`src/rtl/kbd_input_fifo_if.sv`:
```
// Keyboard FIFO bus: pad data/strobe and CPU pop/clear in, head byte and status out.
// The master side is the pads plus the CPU; the slave side is the FIFO itself.
interface kbd_input_fifo_if #(
    parameter int DEPTH = 4,
    parameter int WIDTH = 8
);
    localparam int CW = $clog2(DEPTH) + 1;

    logic [WIDTH-1:0] key_in;
    logic             key_strobe;
    logic             rd;
    logic             clr_ovr;
    logic [WIDTH-1:0] key_out;
    logic             key_valid;
    logic             full;
    logic [CW-1:0]    count;
    logic             overrun;

    modport master (
        output key_in, key_strobe, rd, clr_ovr,
        input  key_out, key_valid, full, count, overrun
    );

    modport slave (
        input  key_in, key_strobe, rd, clr_ovr,
        output key_out, key_valid, full, count, overrun
    );
endinterface

```
`src/rtl/kbd_input_fifo.sv`:
```
// Keyboard front-end: synchronises the asynchronous key strobe, captures one
// byte per strobe rising edge and buffers it in a first-word-fall-through FIFO
// that the CPU drains one byte per read. Occupancy count is the only
// full/empty discriminator; pointers wrap naturally at DEPTH.
module kbd_input_fifo #(
    parameter int DEPTH       = 4,
    parameter int WIDTH       = 8,
    parameter int SYNC_STAGES = 2
) (
    input logic                clk,
    input logic                rst,
    kbd_input_fifo_if.slave    bus
);
    localparam int PW = $clog2(DEPTH);
    localparam int CW = PW + 1;

    logic [SYNC_STAGES-1:0] sync_q, sync_d;
    logic                   hist_q, hist_d;
    logic [WIDTH-1:0]       mem_q [DEPTH];
    logic [WIDTH-1:0]       mem_d [DEPTH];
    logic [PW-1:0]          wr_ptr_q, wr_ptr_d;
    logic [PW-1:0]          rd_ptr_q, rd_ptr_d;
    logic [CW-1:0]          count_q, count_d;
    logic                   overrun_q, overrun_d;

    logic strobe_edge;
    logic is_full;
    logic not_empty;
    logic do_pop;
    logic do_push;
    logic do_drop;

    // Strobe synchroniser shift and edge history; a rise is seen once the
    // last sync stage is high while the history flop still holds the old low.
    always_comb begin
        sync_d      = {sync_q[SYNC_STAGES-2:0], bus.key_strobe};
        hist_d      = sync_q[SYNC_STAGES-1];
        strobe_edge = sync_q[SYNC_STAGES-1] & ~hist_q;
    end

    // Push/pop/drop decisions; a pop frees a slot so a push into a full FIFO
    // is still accepted, while a pop on an empty FIFO is ignored outright.
    always_comb begin
        is_full   = (count_q == CW'(DEPTH));
        not_empty = (count_q != '0);
        do_pop    = bus.rd & not_empty;
        do_push   = strobe_edge & (~is_full | do_pop);
        do_drop   = strobe_edge & is_full & ~do_pop;
    end

    // Next-state for storage, pointers, occupancy and the sticky overrun flag.
    always_comb begin
        mem_d    = mem_q;
        wr_ptr_d = wr_ptr_q;
        rd_ptr_d = rd_ptr_q;
        count_d  = count_q;
        if (do_push) begin
            mem_d[wr_ptr_q] = bus.key_in;
            wr_ptr_d        = wr_ptr_q + PW'(1);
        end
        if (do_pop) begin
            rd_ptr_d = rd_ptr_q + PW'(1);
        end
        if (do_push && !do_pop) begin
            count_d = count_q + CW'(1);
        end else if (do_pop && !do_push) begin
            count_d = count_q - CW'(1);
        end
        if (do_drop) begin
            overrun_d = 1'b1;
        end else if (bus.clr_ovr) begin
            overrun_d = 1'b0;
        end else begin
            overrun_d = overrun_q;
        end
    end

    // State registers; sync and history reset high so a strobe held across
    // reset release is not mistaken for a new key.
    always_ff @(posedge clk or posedge rst) begin
        if (rst) begin
            sync_q    <= '1;
            hist_q    <= 1'b1;
            wr_ptr_q  <= '0;
            rd_ptr_q  <= '0;
            count_q   <= '0;
            overrun_q <= 1'b0;
            for (int i = 0; i < DEPTH; i++) begin
                mem_q[i] <= '0;
            end
        end else begin
            sync_q    <= sync_d;
            hist_q    <= hist_d;
            wr_ptr_q  <= wr_ptr_d;
            rd_ptr_q  <= rd_ptr_d;
            count_q   <= count_d;
            overrun_q <= overrun_d;
            for (int i = 0; i < DEPTH; i++) begin
                mem_q[i] <= mem_d[i];
            end
        end
    end

    // Outputs come only from registered state, so no input-to-output paths.
    always_comb begin
        bus.key_valid = not_empty;
        bus.full      = is_full;
        bus.count     = count_q;
        bus.overrun   = overrun_q;
        bus.key_out   = not_empty ? mem_q[rd_ptr_q] : '0;
    end
endmodule

```
`src/flat_wrapper.sv`:
```
// flat-port wrapper written by rule: the top's interface ports become plain ports
module kbd_input_fifo_flat 
#(
    parameter int DEPTH       = 4,
    parameter int WIDTH       = 8,
    parameter int SYNC_STAGES = 2
)
  (clk, rst, bus_key_in, bus_key_strobe, bus_rd, bus_clr_ovr, bus_key_out, bus_key_valid, bus_full, bus_count, bus_overrun);
  kbd_input_fifo_if #(.DEPTH(DEPTH), .WIDTH(WIDTH)) bus_i ();
  input logic clk;
  input logic rst;
  input wire logic [$bits(bus_i.key_in)-1:0] bus_key_in;
  input wire logic [$bits(bus_i.key_strobe)-1:0] bus_key_strobe;
  input wire logic [$bits(bus_i.rd)-1:0] bus_rd;
  input wire logic [$bits(bus_i.clr_ovr)-1:0] bus_clr_ovr;
  output wire logic [$bits(bus_i.key_out)-1:0] bus_key_out;
  output wire logic [$bits(bus_i.key_valid)-1:0] bus_key_valid;
  output wire logic [$bits(bus_i.full)-1:0] bus_full;
  output wire logic [$bits(bus_i.count)-1:0] bus_count;
  output wire logic [$bits(bus_i.overrun)-1:0] bus_overrun;
  assign bus_i.key_in = bus_key_in;
  assign bus_i.key_strobe = bus_key_strobe;
  assign bus_i.rd = bus_rd;
  assign bus_i.clr_ovr = bus_clr_ovr;
  assign bus_key_out = bus_i.key_out;
  assign bus_key_valid = bus_i.key_valid;
  assign bus_full = bus_i.full;
  assign bus_count = bus_i.count;
  assign bus_overrun = bus_i.overrun;
  kbd_input_fifo #(.DEPTH(DEPTH), .WIDTH(WIDTH), .SYNC_STAGES(SYNC_STAGES)) u_core (.clk(clk), .rst(rst), .bus(bus_i));
endmodule
```
`config.mk`:
```
export PLATFORM = sky130hd
export DESIGN_NAME = kbd_input_fifo_flat
export DESIGN_NICKNAME = d
export VERILOG_FILES = /design/src/rtl/kbd_input_fifo_if.sv /design/src/rtl/kbd_input_fifo.sv /design/src/flat_wrapper.sv
export SDC_FILE = /design/constraint.sdc
export NUM_CORES = 1
export LEC_CHECK = 0
export ABC_AREA = 1
export CORE_MARGIN = 3
export CORE_UTILIZATION = 45
export DETAILED_ROUTE_END_ITERATION = 12
export MAX_ROUTING_LAYER = met4
export PLACE_DENSITY = 0.67
export RECOVER_POWER = 25
export SLEW_MARGIN = 15
export SYNTH_ARGS = -nofsm -noshare
export SYNTH_HDL_FRONTEND = slang
export SYNTH_SLANG_ARGS = --single-unit
```
`constraint.sdc`:
```
create_clock -name clk -period 5.59 [get_ports clk]
set_input_delay 1.118 -clock clk [delete_from_list [all_inputs] [get_ports clk]]
set_output_delay 1.118 -clock clk [all_outputs]
set_load 0.01 [all_outputs]
```
==> PnR_summary.wiki <==
{| class="wikitable"
! Metric !! Value
|-
| Hold Violations, Final || 0
|-
| Floorplan die width || 76.8 um
|-
| Worst slack after detailed placement || 1890 ps
|-
| Die Footprint || 5890 um^2
|-
| DR DRC count || 0
|-
| Transition time at the pin with the least slew margin || 2590 ps
|-
| Final instance area || around 2500 um^2
|-
| Post-detail-place hpwl || 3230 um
|-
| Avg Synthesized Cell Area || around 8.4 um^2
|-
| Total clock sinks || 43
|-
| Core region area || 4790 um^2
|-
| CP endpoint kind || flop
|-
| Number of clock buffers inserted by TritonCTS || 5
|-
| Netlist area before placement || 2250 um^2
|-
| Shortest clock period the worst path allows after layout || between 3000 and 4000 ps
|-
| CP max FO || 39
|-
| Arrival @ worst endpoint || around 4000 ps
|-
| Cell family with most CP delay || simple AND/OR/NAND/NOR gates
|-
| Most frequent cell on the critical path || inv_1
|-
| Total iterations of the first detailed-routing run || 4
|-
| Number of pins exceeding their max-slew limit in the final report || between 80 and 90
|-
| Critical path, cell by cell || inv_1 -> nor2_1 -> nand2_2 -> inv_1 -> ha_1 -> inv_1 -> fa_1 -> mux2_2
|-
| Number of nets produced by synthesis || 286
|-
| Dominant cell type by area after synthesis || dfrtp_1
|-
| Hold-fix buffers, CTS || 0
|-
| Cell at the root of the clock tree || clkbuf_8
|-
| Synthesis-to-layout area growth || 12.7%
|-
| Synth warn || 0
|-
| Final critical-path share of the clock period || 68.3%
|-
| Post-synthesis sequential element count || 43
|-
| CTS resizes || 0
|-
| Final-report setup violation count || 0
|-
| Number of standard-cell rows in the floorplan || 25
|-
| Unique masters post-synth || 27
|-
| Number of maximum-capacitance constraint violations || 2
|-
| Crit start category || flop
|-
| Placer congestion estimate || 0.810
|-
| Top-count cell post-synth || nand2_1
|-
| Sequential element share of the synthesized area || between 40% and 50%
|-
| Register cell area after layout || ~1100 um^2
|-
| Top post-synthesis cells by count || 106 x nand2_1, 40 x dfrtp_1, 32 x nand4_1, 16 x nor2_1
|-
| Critical Path RT || 5770 ps
|-
| WL/cell || 14.2 um
|-
| Relative slew margins || -73.2%
|-
| Antenna violations before repair || 0
|-
| Static leakage || 1.25 nW
|-
| Top-Level Pins || 27
|-
| Proportion of netlist area held by the largest area contributor || 44.4%
|-
| GR Overflow Total || 0
|-
| Vias/cell || 5.12
|-
| Category of the critical setup timing path || flop to flop
|-
| Fraction of layout instances using a drive strength above 1 || between 6 and 7%
|-
| All-Layer GR Usage || 18.6%
|-
| H-tree depth reported by CTS || 2
|-
| Number of vias in the routed layout || 1,809
|-
| Placed Instance Area || 2460 um^2
|-
| Sum of negative setup slack || 0 ps
|-
| Antenna-violating nets left || 0
|-
| Crit path largest cell delay || 1880 ps
|-
| Leading post-synthesis cells by cell area || dfrtp_1 44%, nand2_1 18%, nand4_1 8.9%
|-
| Clock latency on the worst-skew pair || roughly 300 ps
|-
| TritonCTS clock tree || yes
|-
| Power, Total || 1.40 mW
|-
| Max Buffers Root-to-Sink || 2
|-
| Antenna diodes || 0
|-
| Power per standard cell area || 553 nW/um^2
|-
| Worst vdd ir || 250 uV
|-
| Worst setup skew after layout || 7.51 ps
|-
| Setup repair after global routing missed its margin || no
|-
| Bufs and invs on worst path || 3
|-
| Vertical extent of the die || 76.8 um
|-
| Number of standard cells after synthesis || 267
|-
| Initial core utilization || 47.1%
|-
| Sum of routed wire length over all layers || between 5000 and 6000 um
|-
| Classification of the worst-slack hold path || flop to flop
|-
| Fill cells || 469
|-
| Violations in the final reports || max-capacitance violations, max-slew violations
|-
| Post-CTS setup-driven buffer insertion count || 0
|-
| Outcome || finished, violations left
|-
| Final setup slack of the worst path || approximately 1800 ps
|-
| Highest clock frequency the design can meet || approximately 260 MHz
|-
| Via count of the first global-routing pass || 1,776
|-
| First-pass GRT wire length || 8570 um
|-
| CTS clk-pin slew, worst paths || 80 ps
|-
| FFs w/ async S/R, synth || 100%
|-
| Primary FF master, synth || dfrtp_1
|-
| Count of flip-flops with a built-in enable after synthesis || 0
|-
| Port Buffers || 26
|-
| Multi-input logic area || 968 um^2
|-
| Slowest cell on the critical path || nor2_1
|-
| Pin count of the biggest net entering global routing || 44
|-
| Number of nets in the layout || 304
|-
| Violation count after the first detailed-routing iteration || 193
|}
-- layer usage --
| layer | vias up | track usage, % | part of all wire [%] | routed length [um] |
|---|---|---|---|---|
| met5 | - | - | 0 | 0 |
| met4 | 0 | 6.52 | 1.5 | 76 |
| li1 | 910 | - | - | - |
| met3 | 6 | 2.82 | 5.2 | 262 |
| met1 | 845 | 24.6 | 45 | 2260 |
| met2 | 48 | 29.1 | 48 | 2430 |
-- worst register-to-register path: cells and delay by family (launching register included) --
family / cells / cell delay [ps]
fa+ha+maj: 2 / 610
buf+inv: 3 / 250
flops: 1 / 540
mux: 1 / 260
simple gates: 2 / 2040
-- report_power, final --
group          internal, mW  switching [mW]
Combinational         0.286           0.351
Sequential            0.450           0.113
Clock                0.0997           0.104
Total                 0.836           0.569
-- registers in the layout, indices dropped and copies added, names as in the netlist --
name	cells
u_core.mem_q	32
u_core.bus.count	3
u_core.bus.overrun	1
u_core.hist_q	1
u_core.sync_q	2
u_core.rd_ptr_q	2
u_core.wr_ptr_q	2
-- cell type report --
cell class | count | area share, %
Tap cell | 67 | 3.30
Sequential cell | 43 | 42.5
Timing Repair Buffer | 27 | 10.4
Multi-Input combinational cell | 195 | 38.1
Clock buffer | 7 | 3.40
Clock inverter | 1 | 0.197
Inverter | 13 | 2.02
-- final timing paths --
path                                  start             endpoint  cells after the start  slack [ps]
min reg2reg                u_core.sync_q[0]     u_core.sync_q[1]                      0         360
max in group asynchronous               rst     u_core.mem_q[11]                      3        2210
min in group asynchronous               rst     u_core.mem_q[16]                      3        2090
max reg2reg                u_core.sync_q[1]  u_core.bus.count[1]                      8        1770
min                        u_core.sync_q[0]     u_core.sync_q[1]                      0         360
max                        u_core.sync_q[1]  u_core.bus.count[1]                      8        1770
-- cell usage in the layout (no fill, tap or decap), types with 5 or more instances in the layout --
master,instances
clkbuf_8,6
o21ai_0,8
nand4_1,32
ha_1,5
a21oi_1,8
nor2_1,17
clkdlybuf4s50_1,23
nand2_1,106
inv_1,11
dfrtp_1,40
-- cell families (layout without fill, tap and decap cells) --
group                      after synthesis  in the layout  share of synthesized area, %
DFF                                     43             43                          47.9
xor gates and xnor gates                 4              4                          1.55
muxes                                    1              1                         0.500
buffers and inverters                   29             48                          8.77
adders and majority gates                6              6                          3.66
and+or+nand+nor                        166            166                          33.6
AOI/OAI and AO/OA                       18             18                          4.00
-- through the flow --
step	util [%]	instances	hold slack, ps
floorplan	-	267	345
global placement	51.4	345	355
detailed placement	51.4	345	350
CTS	53.3	353	365
global route	53.0	353	371
finish	53.0	353	364
(Power assumes the default switching activity.)
